--- config.mk ---
export PLATFORM = sky130hd
export DESIGN_NAME = hier_icache_ctrl_seq
export DESIGN_NICKNAME = d
export VERILOG_FILES = /design/src/rtl/hier_icache_ctrl_pkg.sv /design/src/rtl/hier_icache_sf_fifo.sv /design/src/rtl/hier_icache_ctrl_seq.sv
export SDC_FILE = /design/constraint.sdc
export NUM_CORES = 1
export LEC_CHECK = 0
export CAP_MARGIN = 0
export CORE_MARGIN = 5
export CORE_UTILIZATION = 30
export CTS_CLUSTER_DIAMETER = 30
export DETAILED_ROUTE_END_ITERATION = 12
export PLACE_DENSITY = 0.56
export SLEW_MARGIN = 20
export SYNTH_ARGS = -nofsm -noshare
export SYNTH_HDL_FRONTEND = slang
export SYNTH_HIERARCHICAL = 1
export SYNTH_SLANG_ARGS = --single-unit
--- constraint.sdc ---
create_clock -name clk_i -period 8.5 [get_ports clk_i]
set_input_delay 1.275 -clock clk_i [delete_from_list [all_inputs] [get_ports clk_i]]
set_output_delay 1.275 -clock clk_i [all_outputs]
set_load 0.005 [all_outputs]
--- src/rtl/hier_icache_ctrl_pkg.sv ---
// Shared definitions for the queued hierarchical I-cache controller:
// register offsets (word index = add[4:2]), operation and FSM encodings, STATUS bit layout.
package hier_icache_ctrl_pkg;

  localparam logic [2:0] REG_ENABLE    = 3'd0;
  localparam logic [2:0] REG_FLUSH_L1  = 3'd1;
  localparam logic [2:0] REG_FLUSH_L2  = 3'd2;
  localparam logic [2:0] REG_SEL_FLUSH = 3'd3;
  localparam logic [2:0] REG_STATUS    = 3'd4;
  localparam logic [2:0] REG_BYPASS    = 3'd5;
  localparam logic [2:0] REG_PREFETCH  = 3'd6;

  localparam int STATUS_BUSY    = 0;
  localparam int STATUS_FULL    = 1;
  localparam int STATUS_TO_ERR  = 2;
  localparam int STATUS_CNT_LSB = 8;

  typedef enum logic [2:0] {
    OP_ENABLE,
    OP_DISABLE,
    OP_FLUSH_L1,
    OP_FLUSH_L2,
    OP_SEL_FLUSH,
    OP_BYPASS
  } op_e;

  typedef enum logic {
    ST_IDLE,
    ST_WAIT
  } state_e;

endpackage

--- src/rtl/hier_icache_sf_fifo.sv ---
// Synchronous FIFO holding pending selective-flush addresses.
// Push and pop in the same cycle are both taken, even when full.
module hier_icache_sf_fifo #(
  parameter int DEPTH = 4,
  parameter int WIDTH = 32,
  parameter int CNT_W = $clog2(DEPTH) + 1
) (
  input  logic             clk_i,
  input  logic             rst_i,
  input  logic             push_i,
  input  logic [WIDTH-1:0] data_i,
  input  logic             pop_i,
  output logic [WIDTH-1:0] data_o,
  output logic             full_o,
  output logic             empty_o,
  output logic [CNT_W-1:0] count_o
);

  localparam int PTR_W = $clog2(DEPTH);

  logic [WIDTH-1:0] mem_q [DEPTH];
  logic [WIDTH-1:0] mem_d [DEPTH];
  logic [PTR_W-1:0] wr_ptr_q, wr_ptr_d, rd_ptr_q, rd_ptr_d;
  logic [CNT_W-1:0] count_q, count_d;
  logic             do_push, do_pop;

  assign full_o  = (count_q == CNT_W'(DEPTH));
  assign empty_o = (count_q == '0);
  assign do_pop  = pop_i & ~empty_o;
  assign do_push = push_i & (~full_o | do_pop);
  assign data_o  = mem_q[rd_ptr_q];
  assign count_o = count_q;

  // Pointers wrap naturally because DEPTH is a power of two.
  always_comb begin
    mem_d    = mem_q;
    wr_ptr_d = wr_ptr_q;
    rd_ptr_d = rd_ptr_q;
    count_d  = count_q;
    if (do_push) begin
      mem_d[wr_ptr_q] = data_i;
      wr_ptr_d        = wr_ptr_q + PTR_W'(1);
    end
    if (do_pop) rd_ptr_d = rd_ptr_q + PTR_W'(1);
    case ({do_push, do_pop})
      2'b10:   count_d = count_q + CNT_W'(1);
      2'b01:   count_d = count_q - CNT_W'(1);
      default: ;
    endcase
  end

  always_ff @(posedge clk_i) begin
    mem_q <= mem_d;
    if (rst_i) begin
      wr_ptr_q <= '0;
      rd_ptr_q <= '0;
      count_q  <= '0;
    end else begin
      wr_ptr_q <= wr_ptr_d;
      rd_ptr_q <= rd_ptr_d;
      count_q  <= count_d;
    end
  end

endmodule

--- src/rtl/hier_icache_ctrl_seq.sv ---
// Peripheral-bus register file that sequences L1/L2 cache maintenance operations,
// with a selective-flush address FIFO, per-channel req/ack tracking and a watchdog.
module hier_icache_ctrl_seq
  import hier_icache_ctrl_pkg::*;
#(
  parameter int NB_CORES       = 8,
  parameter int NB_CACHE_BANKS = 4,
  parameter int ID_WIDTH       = 5,
  parameter int SF_FIFO_DEPTH  = 4,
  parameter int TIMEOUT_CYCLES = 1024
) (
  input  logic                      clk_i,
  input  logic                      rst_i,
  input  logic                      speriph_req_i,
  input  logic [31:0]               speriph_add_i,
  input  logic                      speriph_wen_i,
  input  logic [31:0]               speriph_wdata_i,
  input  logic [3:0]                speriph_be_i,
  input  logic [ID_WIDTH-1:0]       speriph_id_i,
  output logic                      speriph_gnt_o,
  output logic                      speriph_r_valid_o,
  output logic                      speriph_r_opc_o,
  output logic [ID_WIDTH-1:0]       speriph_r_id_o,
  output logic [31:0]               speriph_r_rdata_o,
  output logic [NB_CORES-1:0]       l1_bypass_req_o,
  input  logic [NB_CORES-1:0]       l1_bypass_ack_i,
  output logic [NB_CORES-1:0]       l1_flush_req_o,
  input  logic [NB_CORES-1:0]       l1_flush_ack_i,
  output logic [NB_CORES-1:0]       l1_sel_flush_req_o,
  input  logic [NB_CORES-1:0]       l1_sel_flush_ack_i,
  output logic [NB_CACHE_BANKS-1:0] l2_enable_req_o,
  input  logic [NB_CACHE_BANKS-1:0] l2_enable_ack_i,
  output logic [NB_CACHE_BANKS-1:0] l2_disable_req_o,
  input  logic [NB_CACHE_BANKS-1:0] l2_disable_ack_i,
  output logic [NB_CACHE_BANKS-1:0] l2_flush_req_o,
  input  logic [NB_CACHE_BANKS-1:0] l2_flush_ack_i,
  output logic [NB_CACHE_BANKS-1:0] l2_sel_flush_req_o,
  input  logic [NB_CACHE_BANKS-1:0] l2_sel_flush_ack_i,
  output logic [31:0]               sel_flush_addr_o,
  output logic [NB_CORES-1:0]       enable_l1_l15_prefetch_o,
  output logic                      done_evt_o
);

  localparam int CNT_W = $clog2(SF_FIFO_DEPTH) + 1;
  localparam int WD_W  = $clog2(TIMEOUT_CYCLES + 1);

  state_e                    state_q, state_d;
  op_e                       op_q, op_d;
  logic [NB_CORES-1:0]       l1_req_q, l1_req_d, l1_ack;
  logic [NB_CACHE_BANKS-1:0] l2_req_q, l2_req_d, l2_ack;
  logic [WD_W-1:0]           wd_q, wd_d;
  logic                      done_q, done_d, err_q, err_d, enabled_q, enabled_d;
  logic [NB_CORES-1:0]       bypass_q, bypass_d, bypass_tgt_q, bypass_tgt_d, prefetch_q, prefetch_d;
  logic [31:0]               sel_addr_q, sel_addr_d, rd_val, status_w, rdata_q, rdata_d;
  logic                      r_valid_q, r_opc_q, r_opc_d;
  logic [ID_WIDTH-1:0]       r_id_q, r_id_d;

  logic [2:0]       reg_sel;
  logic             is_wr, is_cmd_wr, is_sf_wr, cmd_acc, sf_push, fifo_pop;
  logic             fifo_full, fifo_empty;
  logic [31:0]      fifo_head;
  logic [CNT_W-1:0] fifo_count;
  logic             unused_bits;

  assign unused_bits = ^{speriph_be_i, speriph_add_i, speriph_wdata_i};

  // Commands wait for an idle executor and an empty FIFO so they never overtake queued flushes.
  assign reg_sel   = speriph_add_i[4:2];
  assign is_wr     = ~speriph_wen_i;
  assign is_cmd_wr = is_wr & (reg_sel inside {REG_ENABLE, REG_FLUSH_L1, REG_FLUSH_L2, REG_BYPASS});
  assign is_sf_wr  = is_wr & (reg_sel == REG_SEL_FLUSH);
  assign speriph_gnt_o = speriph_req_i
                       & ~(is_cmd_wr & ~((state_q == ST_IDLE) & fifo_empty))
                       & ~(is_sf_wr & fifo_full);
  assign cmd_acc  = speriph_gnt_o & is_cmd_wr;
  assign sf_push  = speriph_gnt_o & is_sf_wr;
  assign fifo_pop = (state_q == ST_IDLE) & ~fifo_empty;

  hier_icache_sf_fifo #(.DEPTH(SF_FIFO_DEPTH), .WIDTH(32), .CNT_W(CNT_W)) u_sf_fifo (
    .clk_i   (clk_i),
    .rst_i   (rst_i),
    .push_i  (sf_push),
    .data_i  (speriph_wdata_i),
    .pop_i   (fifo_pop),
    .data_o  (fifo_head),
    .full_o  (fifo_full),
    .empty_o (fifo_empty),
    .count_o (fifo_count)
  );

  always_comb begin
    l1_ack = '0;
    l2_ack = '0;
    case (op_q)
      OP_FLUSH_L1:  l1_ack = l1_flush_ack_i;
      OP_BYPASS:    l1_ack = l1_bypass_ack_i;
      OP_ENABLE:    l2_ack = l2_enable_ack_i;
      OP_DISABLE:   l2_ack = l2_disable_ack_i;
      OP_FLUSH_L2:  l2_ack = l2_flush_ack_i;
      OP_SEL_FLUSH: begin
        l1_ack = l1_sel_flush_ack_i;
        l2_ack = l2_sel_flush_ack_i;
      end
      default: ;
    endcase
  end

  always_comb begin
    state_d      = state_q;
    op_d         = op_q;
    l1_req_d     = l1_req_q;
    l2_req_d     = l2_req_q;
    wd_d         = wd_q;
    done_d       = 1'b0;
    err_d        = err_q;
    enabled_d    = enabled_q;
    bypass_d     = bypass_q;
    bypass_tgt_d = bypass_tgt_q;
    sel_addr_d   = sel_addr_q;
    if (speriph_gnt_o & is_wr & (reg_sel == REG_STATUS) & speriph_wdata_i[STATUS_TO_ERR])
      err_d = 1'b0;
    case (state_q)
      ST_IDLE: begin
        wd_d = '0;
        if (cmd_acc) begin
          case (reg_sel)
            REG_ENABLE: begin
              op_d     = speriph_wdata_i[0] ? OP_ENABLE : OP_DISABLE;
              l2_req_d = '1;
            end
            REG_FLUSH_L1: begin
              op_d     = OP_FLUSH_L1;
              l1_req_d = speriph_wdata_i[NB_CORES-1:0];
            end
            REG_FLUSH_L2: begin
              op_d     = OP_FLUSH_L2;
              l2_req_d = '1;
            end
            default: begin
              op_d         = OP_BYPASS;
              l1_req_d     = speriph_wdata_i[NB_CORES-1:0];
              bypass_tgt_d = bypass_q ^ speriph_wdata_i[NB_CORES-1:0];
            end
          endcase
          // An empty target mask has nobody to wait for: finish on the spot.
          if ((l1_req_d == '0) && (l2_req_d == '0)) done_d = 1'b1;
          else                                      state_d = ST_WAIT;
        end else if (fifo_pop) begin
          op_d       = OP_SEL_FLUSH;
          sel_addr_d = fifo_head;
          l1_req_d   = '1;
          l2_req_d   = '1;
          state_d    = ST_WAIT;
        end
      end
      default: begin
        wd_d     = wd_q + WD_W'(1);
        l1_req_d = l1_req_q & ~l1_ack;
        l2_req_d = l2_req_q & ~l2_ack;
        if ((l1_req_d == '0) && (l2_req_d == '0)) begin
          state_d = ST_IDLE;
          done_d  = 1'b1;
          if (op_q == OP_ENABLE)  enabled_d = 1'b1;
          if (op_q == OP_DISABLE) enabled_d = 1'b0;
          if (op_q == OP_BYPASS)  bypass_d  = bypass_tgt_q;
        end else if (wd_q == WD_W'(TIMEOUT_CYCLES - 1)) begin
          state_d  = ST_IDLE;
          done_d   = 1'b1;
          err_d    = 1'b1;
          l1_req_d = '0;
          l2_req_d = '0;
        end
      end
    endcase
  end

  always_comb begin
    status_w                 = '0;
    status_w[STATUS_BUSY]    = (state_q != ST_IDLE) | ~fifo_empty;
    status_w[STATUS_FULL]    = fifo_full;
    status_w[STATUS_TO_ERR]  = err_q;
    status_w[STATUS_CNT_LSB +: 8] = 8'(fifo_count);
    case (reg_sel)
      REG_ENABLE:    rd_val = {31'd0, enabled_q};
      REG_SEL_FLUSH: rd_val = 32'(fifo_count);
      REG_STATUS:    rd_val = status_w;
      REG_BYPASS:    rd_val = 32'(bypass_q);
      REG_PREFETCH:  rd_val = 32'(prefetch_q);
      default:       rd_val = '0;
    endcase
    prefetch_d = prefetch_q;
    if (speriph_gnt_o & is_wr & (reg_sel == REG_PREFETCH)) prefetch_d = speriph_wdata_i[NB_CORES-1:0];
    rdata_d = (speriph_gnt_o & speriph_wen_i) ? rd_val : '0;
    r_opc_d = speriph_gnt_o & (reg_sel == 3'd7);
    r_id_d  = speriph_gnt_o ? speriph_id_i : r_id_q;
  end

  always_ff @(posedge clk_i) begin
    if (rst_i) begin
      state_q      <= ST_IDLE;
      op_q         <= OP_ENABLE;
      l1_req_q     <= '0;
      l2_req_q     <= '0;
      wd_q         <= '0;
      done_q       <= 1'b0;
      err_q        <= 1'b0;
      enabled_q    <= 1'b0;
      bypass_q     <= '0;
      bypass_tgt_q <= '0;
      prefetch_q   <= '0;
      sel_addr_q   <= '0;
      r_valid_q    <= 1'b0;
      r_opc_q      <= 1'b0;
      r_id_q       <= '0;
      rdata_q      <= '0;
    end else begin
      state_q      <= state_d;
      op_q         <= op_d;
      l1_req_q     <= l1_req_d;
      l2_req_q     <= l2_req_d;
      wd_q         <= wd_d;
      done_q       <= done_d;
      err_q        <= err_d;
      enabled_q    <= enabled_d;
      bypass_q     <= bypass_d;
      bypass_tgt_q <= bypass_tgt_d;
      prefetch_q   <= prefetch_d;
      sel_addr_q   <= sel_addr_d;
      r_valid_q    <= speriph_gnt_o;
      r_opc_q      <= r_opc_d;
      r_id_q       <= r_id_d;
      rdata_q      <= rdata_d;
    end
  end

  assign l1_bypass_req_o          = (op_q == OP_BYPASS)    ? l1_req_q : '0;
  assign l1_flush_req_o           = (op_q == OP_FLUSH_L1)  ? l1_req_q : '0;
  assign l1_sel_flush_req_o       = (op_q == OP_SEL_FLUSH) ? l1_req_q : '0;
  assign l2_enable_req_o          = (op_q == OP_ENABLE)    ? l2_req_q : '0;
  assign l2_disable_req_o         = (op_q == OP_DISABLE)   ? l2_req_q : '0;
  assign l2_flush_req_o           = (op_q == OP_FLUSH_L2)  ? l2_req_q : '0;
  assign l2_sel_flush_req_o       = (op_q == OP_SEL_FLUSH) ? l2_req_q : '0;
  assign sel_flush_addr_o         = sel_addr_q;
  assign enable_l1_l15_prefetch_o = prefetch_q;
  assign done_evt_o               = done_q;
  assign speriph_r_valid_o        = r_valid_q;
  assign speriph_r_opc_o          = r_opc_q;
  assign speriph_r_id_o           = r_id_q;
  assign speriph_r_rdata_o        = rdata_q;

endmodule
* After elaboration in Yosys (flattened, before gate mapping)
Index checks and enable logic that the tools add are counted.
** Storage, ports and cells
- Logic and storage cells :: 162
- Output and inout port bits :: 121
- Flip-flop bits (word level) :: 260
- Input port bits :: 117
** Operators by class
- Muxes and demuxes :: 54
- Equal/unequal tests :: 16
- Bitwise logic cells :: 37
- Reduce and logical (&&, ||, !) cells :: 24
- Add/sub/neg operators :: 5
- Magnitude comparators :: 3
** Operators by type and width (count)
- bitwise mux 128 bit :: 1
- 2-to-1 mux 32 bit :: 3
- 2-to-1 mux 8 bit :: 11
- binary-select mux 32 bit (select 2 bit) :: 1
- demux 32 bit (select 2 bit) :: 1
- one-hot mux 11 bit (5 select lines) :: 1
- 2-to-1 mux 4 bit :: 12
- one-hot mux 8 bit (3 select lines) :: 1
- == test 3 bit, second input constant :: 7
- AND 1 bit :: 18
- 2-to-1 mux 1 bit :: 18
- logical NOT 8 bit :: 2
- one-hot mux 4 bit (4 select lines) :: 1
- == test 3 x 2 -> 1 bit, second input constant :: 4
- AND reduction 3 bit :: 4
- adder 11 x 1 -> 11 bit, second input constant :: 1
- == test 11 x 10 -> 1 bit, second input constant :: 1
- inverter 1 bit :: 10
- logical NOT 3 bit :: 3
- one-hot mux 3 bit (3 select lines) :: 1
- AND 8 bit :: 1
- logical NOT 4 bit :: 2
- inverter 8 bit :: 1
- bitwise XOR 8 bit :: 1
- other kinds (21) :: 33

* Logic depth before layout (Yosys ltp)
- Depth after elaboration :: 15
- Gate-level depth with buffers :: 14

* Hierarchy
Netlist, hierarchy kept.
** Modules (own cells, without submodules)
- hier_icache_sf_fifo :: instances 1, area each 5176.2 um^2, cells each 219
- hier_icache_ctrl_seq :: instances 1, area each 5166.2 um^2, cells each 617

* Least setup slack after synthesis
No wires, ideal clock.
- Path kind :: input -> register
- From :: in speriph_add_i[3]
- To :: reg u_sf_fifo/mem_q[0] in the netlist's numbering (enable)
- Stages :: 7
- Setup time :: 0.392 ns
- Data required time :: 8.108 ns
- Arrival :: 3.175 ns
- Path buffers :: 1
- Setup slack :: 4.933 ns
- Cells stage by stage :: and2_1 buf_2 a2bb2oi_2 o211ai_1 nor3b_1 a21boi_2 and2_1
** On the way
- Longest elaborated chain between the ends :: 9
- Elaborated cells between the ends (all ways) :: 16
- Those cells by class :: 4 x eq/ne; 10 x bitwise; 2 x reduce/logical
** RTL lines
- start: declaration :: line hier_icache_ctrl_seq.sv:15 : input logic [31:0] speriph_add_i,
- == test 3 x 1 -> 1 bit (tied with other cells) :: line hier_icache_ctrl_seq.sv:70 : assign is_cmd_wr = is_wr & (reg_sel inside {REG_ENABLE, REG_FLUSH_L1, REG_FLUSH_L2, REG_BYPASS});
- nonzero test 4 bit :: line hier_icache_ctrl_seq.sv:70
- AND 1 bit :: line hier_icache_ctrl_seq.sv:70
- AND 1 bit :: line hier_icache_ctrl_seq.sv:73 : & ~(is_cmd_wr & ~((state_q == ST_IDLE) & fifo_empty))
- inverter 1 bit :: line hier_icache_ctrl_seq.sv:73
- AND 1 bit :: line hier_icache_ctrl_seq.sv:73
- AND 1 bit :: line hier_icache_ctrl_seq.sv:74 : & ~(is_sf_wr & fifo_full);
- AND 1 bit * :: line hier_icache_ctrl_seq.sv:76 : assign sf_push = speriph_gnt_o & is_sf_wr;
- net sf_push :: line hier_icache_ctrl_seq.sv:59 : logic is_wr, is_cmd_wr, is_sf_wr, cmd_acc, sf_push, fifo_pop;
- AND 1 bit * :: line hier_icache_sf_fifo.sv:30 : assign do_push = push_i & (~full_o | do_pop);
- end signal: assignment :: line hier_icache_sf_fifo.sv:53 : mem_q <= mem_d;
- end: declaration :: line hier_icache_sf_fifo.sv:21 : logic [WIDTH-1:0] mem_q [DEPTH];
The timed path passes the listed nets; every way through them passes the cells marked *.
A chain may end at the register's enable or synchronous reset.

* Worst setup path in the final report
- From :: in speriph_add_i[2]
- To :: out speriph_gnt_o
** On the way
- Longest elaborated chain between the ends :: 7
- Elaborated cells between the ends (all ways) :: 14
- Those cells by class :: 4 x eq/ne; 8 x bitwise; 2 x reduce/logical
** RTL lines
- == test 3 x 1 -> 1 bit (tied with other cells) :: line hier_icache_ctrl_seq.sv:70
- nonzero test 4 bit :: line hier_icache_ctrl_seq.sv:70
- AND 1 bit :: line hier_icache_ctrl_seq.sv:70
- AND 1 bit :: line hier_icache_ctrl_seq.sv:73
- inverter 1 bit :: line hier_icache_ctrl_seq.sv:73
- AND 1 bit :: line hier_icache_ctrl_seq.sv:73
- AND 1 bit * :: line hier_icache_ctrl_seq.sv:74
- end: declaration :: line hier_icache_ctrl_seq.sv:20 : output logic speriph_gnt_o,
Every way passes the cells marked *; elsewhere a longest branch is shown, timed or not.

==> results.py <==
metrics = {
    "place": {
        "io_buffers": 183,
        "globalplace.congestion": 0.784,
        "placed_area_um2": 12400,
        "dp_slack_ns": 3.12,
        "placed_cells": 1430,
        "hpwlAfterDp_mm": 17.9,
    },
    "floorplanning": {
        "fp.coreArea_um2": 34300,
        "start_util_pct": 30.2,
        "io_pins": 238,
        "num_rows": 68,
        "die_area_um2": 38300,
        "die_x_um": 196,
        "die_h_um": 196,
    },
    "sta": {
        "worstMarginPinSlew_ns": 0.968,
        "tns_ns": 0,
        "finalWorstSetupSlack_ns": 3.13,
        "maxSlewHeadroom_pct": 35.5,
        "fmax_mhz": 186,
        "post-route-period-util_pct": 63.1,
        "holdWs_ns": 0.446,
        "rsz0062_at_grt": "no",
        "slew_viol_final": 0,
        "hold_viol": 0,
        "setup_viol": 0,
        "final.min_clock_period_ns": 5.37,
        "skew_ns": 0.0167,
    },
    "status": {
        "status": "finished, final reports clean",
    },
    "layout": {
        "drive_above_1_share_pct": 11.8,
        "final_area_um2": 14200,
        "syn2layout_area_growth_pct": 37.0,
        "utilization_pct": 41.3,
        "fin_cells": 1523,
        "final_nets": 1150,
    },
    "power": {
        "power.leakage_nw": 5.01,
        "power_density_nw_per_um2": 240,
        "irDropWorstVdd_uv": 142,
        "power_mw": 3.40,
    },
    "clock_network": {
        "cts_tree": "yes",
        "clkTransAtPathRegs_ns": 0.05,
        "cts_sinks": 239,
        "htreeDepth": 2,
        "clk_latency_ns": 0.53,
        "cts_setup_buffers": 0,
        "root_buffer": "clkbuf_16",
        "cts.path.max_buffers": 3,
        "cts_buffers": 49,
        "cts_resized": 0,
        "cts_hold_buffers": 0,
    },
    "grt": {
        "grt_use_met3_pct": 3.52,
        "grt_max_degree": 51,
        "track_usage_pct": 13.9,
        "gr-total-overflow": 0,
        "grt_use_met2_pct": 23.5,
        "grt_pass1_vias": 7329,
        "grt_pass1_wl_mm": 42.4,
        "busiest_layer": "met2",
        "antenna_found_initial": 1,
        "grt.met1_usage_pct": 17.3,
    },
    "critical_path": {
        "critPathKind": "primary input to output port",
        "start_kind": "primary input",
        "required_ns": 7.22,
        "cp_max_fo": 12,
        "crit_arrival_ns": 4.09,
        "cp-end-kind": "output port",
    },
    "route": {
        "drc": 0,
        "drt_iter0_drc": 317,
        "wl_mm": 27.5,
        "wl_per_cell_um": 18.1,
        "drt_pass1_iterations": 4,
        "postRouteAntennaNets": 0,
        "vias": 7138,
        "viasPerCell": 4.69,
    },
    "min_path": {
        "min_path_type": "flip-flop to flip-flop",
    },
    "synthesis": {
        "synth.distinct_cells": 71,
        "synthesis.area_um2": 10300,
        "ys_async_sr_fraction_pct": 0,
        "yosys_warnings": 6,
        "synth_cells": 836,
        "syn_area_per_cell_um2": 12.4,
        "ys_ff_latch": 239,
        "synth_edf_count": 128,
        "synth.yosys.seq_area_share_pct": 58.6,
        "synth-main-ff-cell": "edfxtp_1",
    },
    "job": {
        "drv_cap": 0,
    },
}
## worst paths after layout
path	startpoint	to	slack (ns)	depth (start not counted)
max	speriph_add_i[2]	speriph_gnt_o	3.13	7
min	wd_q[0]	wd_q[0]	0.45	1
max reg2reg	u_sf_fifo/count_o[0]	u_sf_fifo/mem_q[104]	4.85	7
min reg2reg	wd_q[0]	wd_q[0]	0.45	1
## placed cells by master, fill, tap and decap left out, types with 4 or more instances in the layout
master           count
a31oi_1              4
o21ai_0              9
ha_1                 6
edfxtp_1           128
and2_1              24
dfxtp_1            110
a211oi_1            13
and4b_1              8
clkbuf_8            13
nor4_1              10
mux4_1              26
a221oi_1             5
conb_1              21
or3_1                6
buf_4                9
nand2b_1             7
bufinv_16            6
nor4b_1              5
clkbuf_16           49
a21oi_1             52
and3_1              18
a22oi_1              5
nand3_1             11
clkdlybuf4s50_1    182
mux4_2               6
nand2_1             94
clkbuf_1             8
a2111oi_0            6
nor3_1               8
nor2b_1              8
xnor2_1              9
nor4bb_1             7
clkinv_4             4
clkinv_2             7
nor2_1              76
xor2_1               7
mux2i_1             27
and4bb_2             6
inv_1               17
and2_2               4
## report_power, final
part / switching, mW / total [mW] / internal, mW / leakage (nW)
combinational: 0.0968 / 0.188 / 0.0907 / 2.11
clock: 0.598 / 1.95 / 1.35 / 0.855
sequential: 0.0202 / 1.26 / 1.24 / 2.05
## per-layer routing
layer  vias to the layer above  part of all wire (%)
li1                       3439                     -
met1                      3452                    42
met2                       200                    49
met3                        47                   6.0
met4                         0                   2.6
met5                         -                     0
## cell usage after synthesis, types with 6 or more instances
master	number	area [um2]
nand2b_1	7	43.8
nand3_1	11	55.1
a211oi_1	13	97.6
a2111oi_0	6	52.6
mux4_2	6	135
and3_1	18	113
buf_2	13	65.1
and4b_1	8	80.1
nor3_1	8	40.0
nor2b_1	8	50.1
and4bb_2	6	75.1
nor4_1	10	62.6
buf_6	8	90.1
a21oi_1	52	260
mux4_1	26	683
nor2_1	76	285
xor2_1	7	61.3
edfxtp_1	128	3840
dfxtp_1	111	2220
ha_1	6	75.1
xnor2_1	9	78.8
buf_4	24	180
clkbuf_1	24	90.1
nor4bb_1	7	70.1
and2_1	28	175
or3_1	6	37.5
nand2_1	94	353
mux2i_1	27	270
inv_1	17	63.8
o21ai_0	9	45.0
## kinds of logic after synthesis
kind of cell | share of synthesized area, %
other cells | 0.0363
compound gates | 7.05
fa+ha+maj | 0.919
xor+xnor | 1.36
buf+inv | 5.03
flops | 58.6
mux | 10.6
simple gates | 16.3
## worst max-delay path, stage by stage
cell	delay [ns]
clkdlybuf4s50_1	0.72
nor2b_1	0.76
nand2_1	0.17
o21a_1	0.17
o21ai_2	0.45
inv_1	0.09
clkdlybuf4s50_1	0.46
## registers in the layout (all words and copies together), names as in the netlist, 8 cells and up
name / flops
u_sf_fifo/mem_q: 128
speriph_r_rdata_o: 11
l1_req_q: 8
wd_q: 11
sel_flush_addr_o: 32
bypass_q: 8
bypass_tgt_q: 8
enable_l1_l15_prefetch_o: 8
## cell type report
cell class                 count  area, um2
antenna                        1       2.50
clock buffer                  70       1440
clock inverter                22        303
fill                        3235      20100
inverter                      18       67.6
multi-input combinational    527       3840
sequential                   239       6070
tap                          455        569
timing repair buffer         191       1890
Note: power is estimated with default switching activity, not from simulation.
==> edit, RTL diff (same flow settings) <==
`TIMEOUT_CYCLES`: 1024 -> 512.
--- a/src/rtl/hier_icache_ctrl_seq.sv
+++ b/src/rtl/hier_icache_ctrl_seq.sv
@@ -8,5 +8,5 @@
   parameter int ID_WIDTH       = 5,
   parameter int SF_FIFO_DEPTH  = 4,
-  parameter int TIMEOUT_CYCLES = 1024
+  parameter int TIMEOUT_CYCLES = 512
 ) (
   input  logic                      clk_i,
Function: same outputs for any inputs over 4 cycles, from zero or initial values and one cycle with rst_i high; that may be too few to reach the edited logic, so the function may still have changed.
==> edit against the unedited design <==
Total power is 8.7% higher. Sequential cell count is 1 lower. Routed wire length is 0.96% lower. Critical path type unchanged. Cell area is 1.6% higher. Count of clock-buffer cells in the layout stayed put. Synthesized cell count is 0.60% lower. Worst setup slack better by 0.78 ns. Largest cell class unchanged. Area after synthesis is 0.98% lower.
==> edit: results (changes against the unedited design) <==
Worst clock skew: 0.0286 ns (+0.0119 ns)
Leak: 5.02 nW (about the same)
Antenna Cells: 0 (-1)
H-Tree Level Count: 2 (unchanged)
Number of synthesized flops with an enable pin: 128 (unchanged)
Routability cong.: 0.808 (+3.0%)
Post-place setup slack: 3.91 ns (+0.784 ns)
Count of cell types in the netlist: 74 (+4.2%)
Initial antenna violation count: 0 (-1)
Flop2flop setup slack: 4.97 ns (+0.12 ns)
Hold Crit Depth: 2 (+1)
Worst EP arrival: 3.31 ns (-0.78 ns)
Sequential-to-total area share from yosys stat: 59.0% (+0.38 points)
Register cell area after layout: 0.00605 mm² (-0.31%)
Critical-path maximum fanout: 15 (+3)
Worst skew pair latency: 0.56 ns (+0.03 ns)
Max rail drop VDD: 0.000154 V (+8.6%)
CTS Root Cell: clkbuf_16
Worst r2r src: u_sf_fifo/count_o[0]$_SDFFE_PP0P_
Worst min-delay path category: flip-flop to flip-flop
Vias in the first global route: 7481 (+2.1%)
Pin count of the biggest net entering global routing: 60 (+18%)
Gr usage total: 14.0% (+0.14 points)
Clock transition at path regs: 0.04 ns
I/O Buffers: 183 (unchanged)
Vias per inst: 4.68 (-0.21%)
Detailed Route Iter0 Violations: 342 (+7.9%)
Ranking of synthesized cells by area: edfxtp_1 (38%), dfxtp_1 (22%), mux4_1 (6.7%), nand2_1 (3.4%), mux2i_1 (2.9%)
Outcome: finished clean
Post-CTS sizing: 0 (unchanged)
First-pass iteration count of the detailed router: 6 (+2)
Worst R2R End: u_sf_fifo/count_o[2]$_SDFFE_PP0P_
End of the worst hold path: sel_flush_addr_o[15]$_SDFFE_PP0P_
Layout cells sized above 1: 12.5% (+0.68 points)
FF-to-FF path depth: 13 (+6)
YS warnings: 6 (unchanged)
Final net count: 1157 (+0.61%)
Max reg flops: 128 (unchanged)
Routed wire length: 27.3 mm (-0.96%)
Fillcell total: 3161 (-2.3%)
Global-route wire length before repair: 42.5 mm (+0.42%)
Ys async rst share: 0% (unchanged)
Post-DP HPWL: 17.8 mm (-0.58%)
Num CTS Buffers: 56 (+14%)
HP Start: sel_flush_addr_o[15]$_SDFFE_PP0P_
Most frequent cells after synthesis: edfxtp_1 (128), dfxtp_1 (110), nand2_1 (93)
Slew headroom: 33.0% (-2.5 points)
Most flops, register: u_sf_fifo/mem_q
[edit: report_power, final]
part	switching (mW)	internal (mW)	total, mW	leakage [nW]
clock network	0.655	1.60	2.25	0.986
registers	0.0187	1.23	1.25	2.04
logic	0.0986	0.0911	0.190	1.99
total	0.772	2.92	3.69	5.02
[edit: cell families (layout without fill, tap and decap cells)]
logic type	after synthesis	in the layout	share of synthesized area [%]
AOI/OAI and AO/OA	115	115	7.34
xor gates and xnor gates	16	16	1.37
adders and majority gates	7	7	0.929
buffers and inverters	89	319	4.95
DFF	238	238	59.0
muxes	64	64	11.1
other	1	21	0.0366
and+or+nand+nor	301	301	15.2
[edit: worst max path at each step]
| stage | to | depth (start not counted) | startpoint | slack (ns) |
|---|---|---|---|---|
| 6_report | speriph_gnt_o | 8 | speriph_add_i[2] | 3.92 |
| 5_1_grt | speriph_gnt_o | 8 | speriph_add_i[2] | 3.78 |
| 4_1_cts | speriph_gnt_o | 8 | speriph_add_i[2] | 3.91 |
| 3_5_place_dp | speriph_gnt_o | 8 | speriph_add_i[2] | 3.91 |
| 3_3_place_gp | speriph_gnt_o | 8 | speriph_add_i[2] | 3.93 |
| 2_1_floorplan | speriph_gnt_o | 5 | speriph_add_i[2] | 4.79 |
[edit: layout make-up]
type,instances,share of cell area (%)
inverters,20,0.522
multi-input cells,524,26.2
clock inverters,36,3.54
repair buffers,193,13.2
clock buffers,70,10.6
well taps,448,3.89
flip-flops and latches,238,42.0
[edit: per-layer routing]
layer,vias to the layer above,track usage (%),wire (µm)
met1,3422,17.5,11600
met4,0,3.93,519
met3,36,5.30,2510
met2,256,22.9,12600
li1,3437,-,-
met5,-,0,0
[edit: through the flow]
stage	hold slack [ns]	cell area (µm²)	power (mW)	std cells
3_5_place_dp	0.445	12400	1.46	1423
3_3_place_gp	0.441	12400	1.46	1423
4_1_cts	0.452	14400	3.74	1529
6_report	0.449	14400	3.69	1529
2_1_floorplan	0.430	10300	1.37	851
5_1_grt	0.470	14400	3.83	1529
[edit: critical path, stage by stage]
cell,delay (ns)
clkdlybuf4s50_1,0.78
nor2_1,0.09
a31oi_1,0.17
a2bb2oi_1,0.17
o21ai_1,0.07
buf_4,0.19
inv_1,0.06
clkdlybuf4s50_1,0.49
